`config.mk`:
```
export PLATFORM = sky130hd
export DESIGN_NAME = vga_timing_gen
export DESIGN_NICKNAME = d
export VERILOG_FILES = /design/src/rtl/vga_timing_pkg.sv /design/src/rtl/vga_sync_delay_line.sv /design/src/rtl/vga_timing_gen.sv
export SDC_FILE = /design/constraint.sdc
export NUM_CORES = 1
export LEC_CHECK = 0
export CAP_MARGIN = 40
export CELL_PAD_IN_SITES_DETAIL_PLACEMENT = 1
export CELL_PAD_IN_SITES_GLOBAL_PLACEMENT = 1
export CORE_MARGIN = 3
export CORE_UTILIZATION = 48
export CTS_CLUSTER_SIZE = 14
export DETAILED_ROUTE_END_ITERATION = 10
export PLACE_DENSITY = 0.95
export RECOVER_POWER = 50
export SLEW_MARGIN = 20
export SYNTH_ARGS = -nofsm -noshare
export SYNTH_HDL_FRONTEND = slang
export SYNTH_HIERARCHICAL = 1
export SYNTH_SLANG_ARGS = --single-unit
```
`constraint.sdc`:
```
create_clock -name i_Clk -period 3.4 [get_ports i_Clk]
set_clock_uncertainty 0.1 [all_clocks]
set_input_delay 0.68 -clock i_Clk [delete_from_list [all_inputs] [get_ports i_Clk]]
set_output_delay 0.68 -clock i_Clk [all_outputs]
set_load 0.005 [all_outputs]
```
`src/rtl/vga_timing_pkg.sv`:
```
// rtl/vga_timing_pkg.sv - region decode, sizing helpers and polarity constants for the VGA timing generator
package vga_timing_pkg;

  localparam logic        POL_ACTIVE_LOW  = 1'b0;
  localparam logic        POL_ACTIVE_HIGH = 1'b1;
  localparam int unsigned MAX_PIPE_DELAY  = 15;

  // Position of a counter within one axis of the raster, in scan order.
  typedef enum logic [1:0] {
    REGION_ACTIVE,
    REGION_FP,
    REGION_SYNC,
    REGION_BP
  } region_e;

  function automatic int unsigned axis_total(input int unsigned active,
                                             input int unsigned fp,
                                             input int unsigned sync,
                                             input int unsigned bp);
    return active + fp + sync + bp;
  endfunction

  // Counter width for an axis; never below one bit so tiny rasters still elaborate.
  function automatic int unsigned count_width(input int unsigned total);
    return (total <= 2) ? 1 : int'($clog2(total));
  endfunction

  // Maps an axis position onto active / front porch / sync / back porch.
  function automatic region_e region_decode(input int unsigned pos,
                                            input int unsigned active,
                                            input int unsigned fp,
                                            input int unsigned sync);
    region_e r;
    if (pos < active) begin
      r = REGION_ACTIVE;
    end else if (pos < active + fp) begin
      r = REGION_FP;
    end else if (pos < active + fp + sync) begin
      r = REGION_SYNC;
    end else begin
      r = REGION_BP;
    end
    return r;
  endfunction

endpackage

```
`src/rtl/vga_sync_delay_line.sv`:
```
// rtl/vga_sync_delay_line.sv - enabled shift register with asynchronous reset to a per-bit init vector
module vga_sync_delay_line #(
  parameter int unsigned      WIDTH = 1,
  parameter int unsigned      DEPTH = 0,
  parameter logic [WIDTH-1:0] INIT  = '0
) (
  input  logic             clk_i,
  input  logic             rst_i,
  input  logic             en_i,
  input  logic [WIDTH-1:0] data_i,
  output logic [WIDTH-1:0] data_o
);

  if (DEPTH == 0) begin : g_bypass
    logic unused_ctrl;
    assign unused_ctrl = ^{clk_i, rst_i, en_i};
    assign data_o      = data_i;
  end else begin : g_shift
    logic [WIDTH-1:0] stage_q [DEPTH];

    // Shift only on enabled clocks so stalls freeze the whole pipeline in step.
    always_ff @(posedge clk_i or posedge rst_i) begin
      if (rst_i) begin
        for (int i = 0; i < int'(DEPTH); i++) begin
          stage_q[i] <= INIT;
        end
      end else if (en_i) begin
        stage_q[0] <= data_i;
        for (int i = 1; i < int'(DEPTH); i++) begin
          stage_q[i] <= stage_q[i-1];
        end
      end
    end

    assign data_o = stage_q[DEPTH-1];
  end

endmodule

```
`src/rtl/vga_timing_gen.sv`:
```
// rtl/vga_timing_gen.sv - VGA raster timing generator; VGA_TIMING_FRAME_CNT_EN adds o_Frame_Count
module vga_timing_gen
  import vga_timing_pkg::*;
#(
  parameter int unsigned H_ACTIVE   = 640,
  parameter int unsigned H_FP       = 16,
  parameter int unsigned H_SYNC     = 96,
  parameter int unsigned H_BP       = 48,
  parameter int unsigned V_ACTIVE   = 480,
  parameter int unsigned V_FP       = 10,
  parameter int unsigned V_SYNC     = 2,
  parameter int unsigned V_BP       = 33,
  parameter logic        HS_POL     = POL_ACTIVE_LOW,
  parameter logic        VS_POL     = POL_ACTIVE_LOW,
  parameter int unsigned PIPE_DELAY = 0,
  localparam int unsigned H_TOTAL   = axis_total(H_ACTIVE, H_FP, H_SYNC, H_BP),
  localparam int unsigned V_TOTAL   = axis_total(V_ACTIVE, V_FP, V_SYNC, V_BP),
  localparam int unsigned CW        = count_width(H_TOTAL),
  localparam int unsigned RW        = count_width(V_TOTAL)
) (
  input  logic          i_Clk,
  input  logic          i_Rst,
  input  logic          i_En,
  output logic          o_HSync,
  output logic          o_VSync,
  output logic          o_DE,
  output logic          o_Frame_Start,
  output logic [CW-1:0] o_Col_Count,
`ifdef VGA_TIMING_FRAME_CNT_EN
  output logic [RW-1:0] o_Row_Count,
  output logic [7:0]    o_Frame_Count
`else
  output logic [RW-1:0] o_Row_Count
`endif
);

  if (H_SYNC == 0 || V_SYNC == 0 || H_ACTIVE == 0 || V_ACTIVE == 0 ||
      PIPE_DELAY > MAX_PIPE_DELAY) begin : g_cfg_error
    $error("vga_timing_gen: invalid timing configuration");
  end

  localparam logic [CW-1:0] COL_LAST = CW'(H_TOTAL - 1);
  localparam logic [RW-1:0] ROW_LAST = RW'(V_TOTAL - 1);

  // Packed output word: {frame_start, de, vsync, hsync, row, col}.
  localparam int unsigned    OW       = 4 + CW + RW;
  localparam logic [OW-1:0]  OUT_INIT = {1'b0, 1'b0, ~VS_POL, ~HS_POL, {RW{1'b0}}, {CW{1'b0}}};

  logic [CW-1:0] col_q, col_d;
  logic [RW-1:0] row_q, row_d;
  region_e       h_region, v_region;
  logic          hs_d, vs_d, de_d, fs_d;
  logic [OW-1:0] out_q, out_d, out_dly;

  // Raster counters: column wraps every line, row steps on each column wrap.
  always_comb begin
    col_d = col_q;
    row_d = row_q;
    if (i_En) begin
      if (col_q == COL_LAST) begin
        col_d = '0;
        if (row_q == ROW_LAST) begin
          row_d = '0;
        end else begin
          row_d = row_q + 1'b1;
        end
      end else begin
        col_d = col_q + 1'b1;
      end
    end
  end

  // Counter state; reset parks the raster at (0,0) ready for the first enabled clock.
  always_ff @(posedge i_Clk or posedge i_Rst) begin
    if (i_Rst) begin
      col_q <= '0;
      row_q <= '0;
    end else begin
      col_q <= col_d;
      row_q <= row_d;
    end
  end

  // Decode the current position into sync, data-enable and frame strobe levels.
  always_comb begin
    h_region = region_decode(32'(col_q), H_ACTIVE, H_FP, H_SYNC);
    v_region = region_decode(32'(row_q), V_ACTIVE, V_FP, V_SYNC);
    hs_d     = (h_region == REGION_SYNC) ? HS_POL : ~HS_POL;
    vs_d     = (v_region == REGION_SYNC) ? VS_POL : ~VS_POL;
    de_d     = (h_region == REGION_ACTIVE) && (v_region == REGION_ACTIVE);
    fs_d     = (col_q == '0) && (row_q == '0) && i_En;
    out_d    = {fs_d, de_d, vs_d, hs_d, row_q, col_q};
  end

  // First output register; holds on stalls so outputs stay aligned with the frozen counters.
  always_ff @(posedge i_Clk or posedge i_Rst) begin
    if (i_Rst) begin
      out_q <= OUT_INIT;
    end else if (i_En) begin
      out_q <= out_d;
    end
  end

  vga_sync_delay_line #(
    .WIDTH (OW),
    .DEPTH (PIPE_DELAY),
    .INIT  (OUT_INIT)
  ) u_out_delay (
    .clk_i  (i_Clk),
    .rst_i  (i_Rst),
    .en_i   (i_En),
    .data_i (out_q),
    .data_o (out_dly)
  );

  assign {o_Frame_Start, o_DE, o_VSync, o_HSync, o_Row_Count, o_Col_Count} = out_dly;

`ifdef VGA_TIMING_FRAME_CNT_EN
  logic [7:0] frame_cnt_q, frame_cnt_d;
  logic [7:0] frame_cnt_dly;

  // Frame counter steps with the strobe entering the output register, so both leave together.
  always_comb begin
    frame_cnt_d = frame_cnt_q;
    if (fs_d) begin
      frame_cnt_d = frame_cnt_q + 8'd1;
    end
  end

  // Frame counter state, wrapping modulo 256.
  always_ff @(posedge i_Clk or posedge i_Rst) begin
    if (i_Rst) begin
      frame_cnt_q <= '0;
    end else begin
      frame_cnt_q <= frame_cnt_d;
    end
  end

  vga_sync_delay_line #(
    .WIDTH (8),
    .DEPTH (PIPE_DELAY),
    .INIT  (8'd0)
  ) u_frame_cnt_delay (
    .clk_i  (i_Clk),
    .rst_i  (i_Rst),
    .en_i   (i_En),
    .data_i (frame_cnt_q),
    .data_o (frame_cnt_dly)
  );

  assign o_Frame_Count = frame_cnt_dly;
`endif

endmodule
```
; ---- Word level (Yosys, flattened, before mapping)
; Cells that the tools add are included.
[classes]
add_sub_neg = 2
n_lt_le_gt_ge = 6
n_eq_ne = 4
mux = 10
n_reduce_logical = 8
[op_table]
columns = cell, n
row1 = 10-bit < comparator (second input constant), 3
row2 = 10-bit by 9-bit < comparator with 1-bit output (second input constant), 3
row3 = 10-bit by 1-bit adder with 10-bit output (second input constant), 2
row4 = 10-bit == test (second input constant), 2
row5 = 10-bit zero test, 2
row6 = 10-bit 2-to-1 mux, 2
row7 = 2-bit 2-to-1 mux, 4
row8 = 2-bit == test (second input constant), 2
row9 = 2-bit zero test, 2
row10 = 1-bit 2-to-1 mux, 4
row11 = 1-bit logical AND, 3
row12 = 2-bit AND reduction, 1
[totals]
ff_bits = 44
word_cells = 33

; ---- Logic depth before layout (Yosys ltp)
[logic_depth]
depth_word = 6
mapped_depth = 6
ltp_nobuf = 6

; ---- Cells and area by module
; The synthesis kept the hierarchy.
[modules_own_cells]
columns = module, n_inst, cells_per_inst, area_per_inst_um2
row1 = vga_timing_gen, 1, 179, 2120.8
row2 = vga_sync_delay_line, 1, 24, 180.2

; ---- Worst setup path before layout
; No wires, ideal clock.
[synth_path]
kind = input to register
from = input i_En
to = register row_q[7]
setup_ns = 0.123
t_arrival_ns = 1.699
slack_ns = 1.478
path_stages = 5
n_path_buf = 1
path_cell_list = buf_2 -> nand4_2 -> nor4_2 -> nand3_1 -> xnor2_1
[synth_between]
elab_chain_cells = 1
[synth_lines]
columns = element, line
row1 = from (decl), vga_timing_gen.sv:23  ; input logic i_En,
row2 = 2-bit AND reduction (no line), -
row3 = to (signal assigned), vga_timing_gen.sv:80  ; row_q <= row_d;
row4 = to (decl), vga_timing_gen.sv:50  ; logic [RW-1:0] row_q, row_d;
; Every way passes these cells.
; A chain may end at the register's enable or synchronous reset.

; ---- Worst setup path in the final report
[layout_path]
from = input i_En
to = register row_q[9]
; The elaborated chain is that of the path after synthesis.

==> results.py <==
metrics = {
    "global_route": {
        "grt_overflow": 0,
        "grt_pass1_wl_mm": 7.71,
        "grt_pass1_vias": 1538,
        "grt_usage_pct": 18.2,
        "grt_max_degree": 45,
        "antenna_found_initial": 0,
    },
    "floorplanning": {
        "die_x_um": 75.2,
        "dieArea_um2": 5660,
        "coreArea_um2": 4500,
        "row_count": 24,
        "die_h_um": 75.2,
        "io_pins": 27,
        "start_util_pct": 51.1,
    },
    "status": {
        "status": "finished clean",
    },
    "critical_path": {
        "endpoint_kind": "flop",
        "path_cells": "dlygate4sd3_1 -> nand4_1 -> nor4_2 -> a21oi_1 -> a31oi_1",
        "cp.arrival_ns": 2.47,
        "slowest_stage": "dlygate4sd3_1",
        "worst_path_largest_cell_delay_ns": 0.57,
        "critPathBufInv": 1,
        "crit_required_ns": 3.52,
        "crit_type": "input pin to flop",
        "startpoint_type": "input pin",
        "crit_family": "simple AND/OR/NAND/NOR gates",
        "cp_max_fo": 7,
    },
    "yosys": {
        "synth_edf_count": 0,
        "async_flop_share_pct": 100,
        "muxShareOfSynthArea_pct": 9.79,
        "synth.avg_cell_area_um2": 11.3,
        "syn_nets": 210,
        "yosysTopAreaCellShare_pct": 45.7,
        "synth_flop_cell": "dfrtp_1",
        "synth_top_family_by_area": "simple AND/OR/NAND/NOR gates",
        "synth_xor_area_share_pct": 3.81,
        "syn_area_um2": 2300,
        "yosysSeqAreaShare_pct": 48.0,
        "synthCells": 203,
        "synth-compound-area-share_pct": 6.53,
        "synth_adder_area_share_pct": 2.18,
        "yosys.area.top_type": "dfrtp_1",
        "ys_ff_latch": 44,
        "synth_warnings": 6,
        "ys_types": 47,
        "ys_top_cells_by_area": "dfrtp_1, mux2_2, buf_4",
        "synthSimpleGateAreaFrac_pct": 17.3,
    },
    "clocking": {
        "clk_path_buf_depth": 2,
        "h-tree-depth": 2,
        "numClockSinks": 44,
        "cts_resized": 0,
        "cts_inserted_buffers": 5,
        "post_cts_buffers": 0,
        "ctsHoldBuffers": 0,
        "root_buffer": "clkbuf_8",
        "cts_tree": "done",
        "clkTransAtPathRegs_ns": 0.08,
        "clock_latency_ns": 0.30,
    },
    "sta": {
        "slew_headroom_pct": 28.7,
        "period_share_pct": 69.1,
        "worstMarginPinSlew_ns": 1.07,
        "setup_viol": 0,
        "setup_tns_ns": 0,
        "report.final.slew_viol_count": 0,
        "finalHoldViolCount": 0,
        "fmax_ghz": 0.426,
        "rsz0062_at_grt": "false",
        "finalCriticalPeriod_ns": 2.35,
        "layout_setup_ws_ns": 1.05,
    },
    "finish": {
        "nNetsFinal": 210,
        "antenna_cells": 0,
        "nFillCells": 466,
        "layout-drive-gt1-share_pct": 21.1,
        "syn_to_final_growth_pct": 8.16,
        "finish.utilization_pct": 55.3,
        "layoutNonFillerInstCount": 256,
    },
    "route": {
        "vias": 1502,
        "first_pass_iters": 4,
        "postRouteWirelength_mm": 4.49,
        "ant_nets": 0,
        "drc": 0,
        "via_per_inst": 5.87,
        "wl_per_cell_um": 17.6,
        "drt_iter0_markers": 81,
    },
    "placement": {
        "port_buffers": 26,
        "place_inst": 248,
        "pre_cts_slack_ns": 0.958,
        "globalplace.congestion": 0.830,
        "dpl.hpwl_mm": 3.14,
    },
    "min_path": {
        "hp-class": "flop to flop",
    },
    "power": {
        "p_per_area_nw_per_um2": 496,
        "vdd_drop_max_uv": 237,
        "p_leak_uw": 0.00114,
    },
    "job": {
        "cap_violations": 0,
    },
}
where the power goes:
group	internal [uW]	switching, uW
clock network	218	175
registers	578	72.6
logic	110	81.3
total	906	329
final timing paths:
path                       slack (ns)  cells past startpoint  endpoint     start
max in group asynchronous        1.48                      3  row_q[8]     i_Rst
setup reg to reg                 1.33                      5  row_q[9]  col_q[0]
min in group asynchronous        1.06                      3  col_q[3]     i_Rst
hold reg to reg                  0.41                      1  out_q[1]  out_q[1]
hold / removal                   0.41                      1  out_q[1]  out_q[1]
setup / recovery                 1.05                      5  row_q[9]      i_En
worst register-to-register path, stage by stage (launching register included):
cell	delay (ns)
dfrtp_1	0.44
ha_1	0.23
nand4_1	0.34
nor4_2	0.52
a21oi_1	0.18
a31oi_1	0.19
flip-flops by register name (all words and copies together) (netlist names):
register / cells
out_q: 24
row_q: 10
col_q: 10
Yosys cell counts (3+ instances only):
library cell   n
and3_1         4
buf_2          3
buf_4         25
buf_6          3
clkbuf_1       3
dfrtp_1       42
ha_1           4
inv_1          8
mux2_2        20
nand2_1        7
nand3_1        8
nand4_1        5
nor2_1         6
nor3_1         4
nor4_1         3
o21ai_0       10
xnor2_1        6
xor2_1         4
area by class of cell:
type,count,area (um^2),share of cell area [%]
Clock inverter,2,35.0,1.41
Multi-Input combinational cell,115,906,36.4
Timing Repair Buffer,29,277,11.1
Tap cell,52,65.1,2.61
Sequential cell,44,1100,44.3
Inverter,8,30.0,1.21
Clock buffer,6,72.6,2.92
routing by layer:
layer  global-route usage (%)  part of all wire (%)  routed length, um
met4                     6.02                   2.7                122
met2                     28.0                    47               2130
met1                     25.7                    47               2100
met3                     3.87                   3.1                140
met5                        0                     0                  0
through the flow:
step | power, uW | cell area [um^2] | hold slack (ns)
2_1_floorplan | 809 | 2300 | 0.366
3_3_place_gp | 852 | 2390 | 0.381
3_5_place_dp | 860 | 2390 | 0.395
4_1_cts | 1250 | 2500 | 0.412
5_1_grt | 1300 | 2490 | 0.425
6_report | 1230 | 2490 | 0.408
cell families (layout without fill, tap and decap cells):
family,after synthesis,count (layout)
AND/OR/NAND/NOR,57,57
flip-flops,44,44
buffers and inverters,44,45
AO/OA/AOI/OAI,24,24
multiplexers,20,20
XOR/XNOR,10,10
adder cells (fa/ha/maj),4,4
placed cells by master, fill, tap and decap left out, types with 3 or more instances in the layout:
cell	count
dfrtp_1	42
mux2_2	20
inv_1	8
clkbuf_8	5
xor2_1	4
xnor2_1	6
nor3_1	4
o21ai_0	10
nor4_1	3
nand3_1	8
nand4_1	6
ha_1	4
clkdlybuf4s50_1	24
and3_1	4
nor2_1	6
nand2_1	7
(Power assumes the default switching activity.)
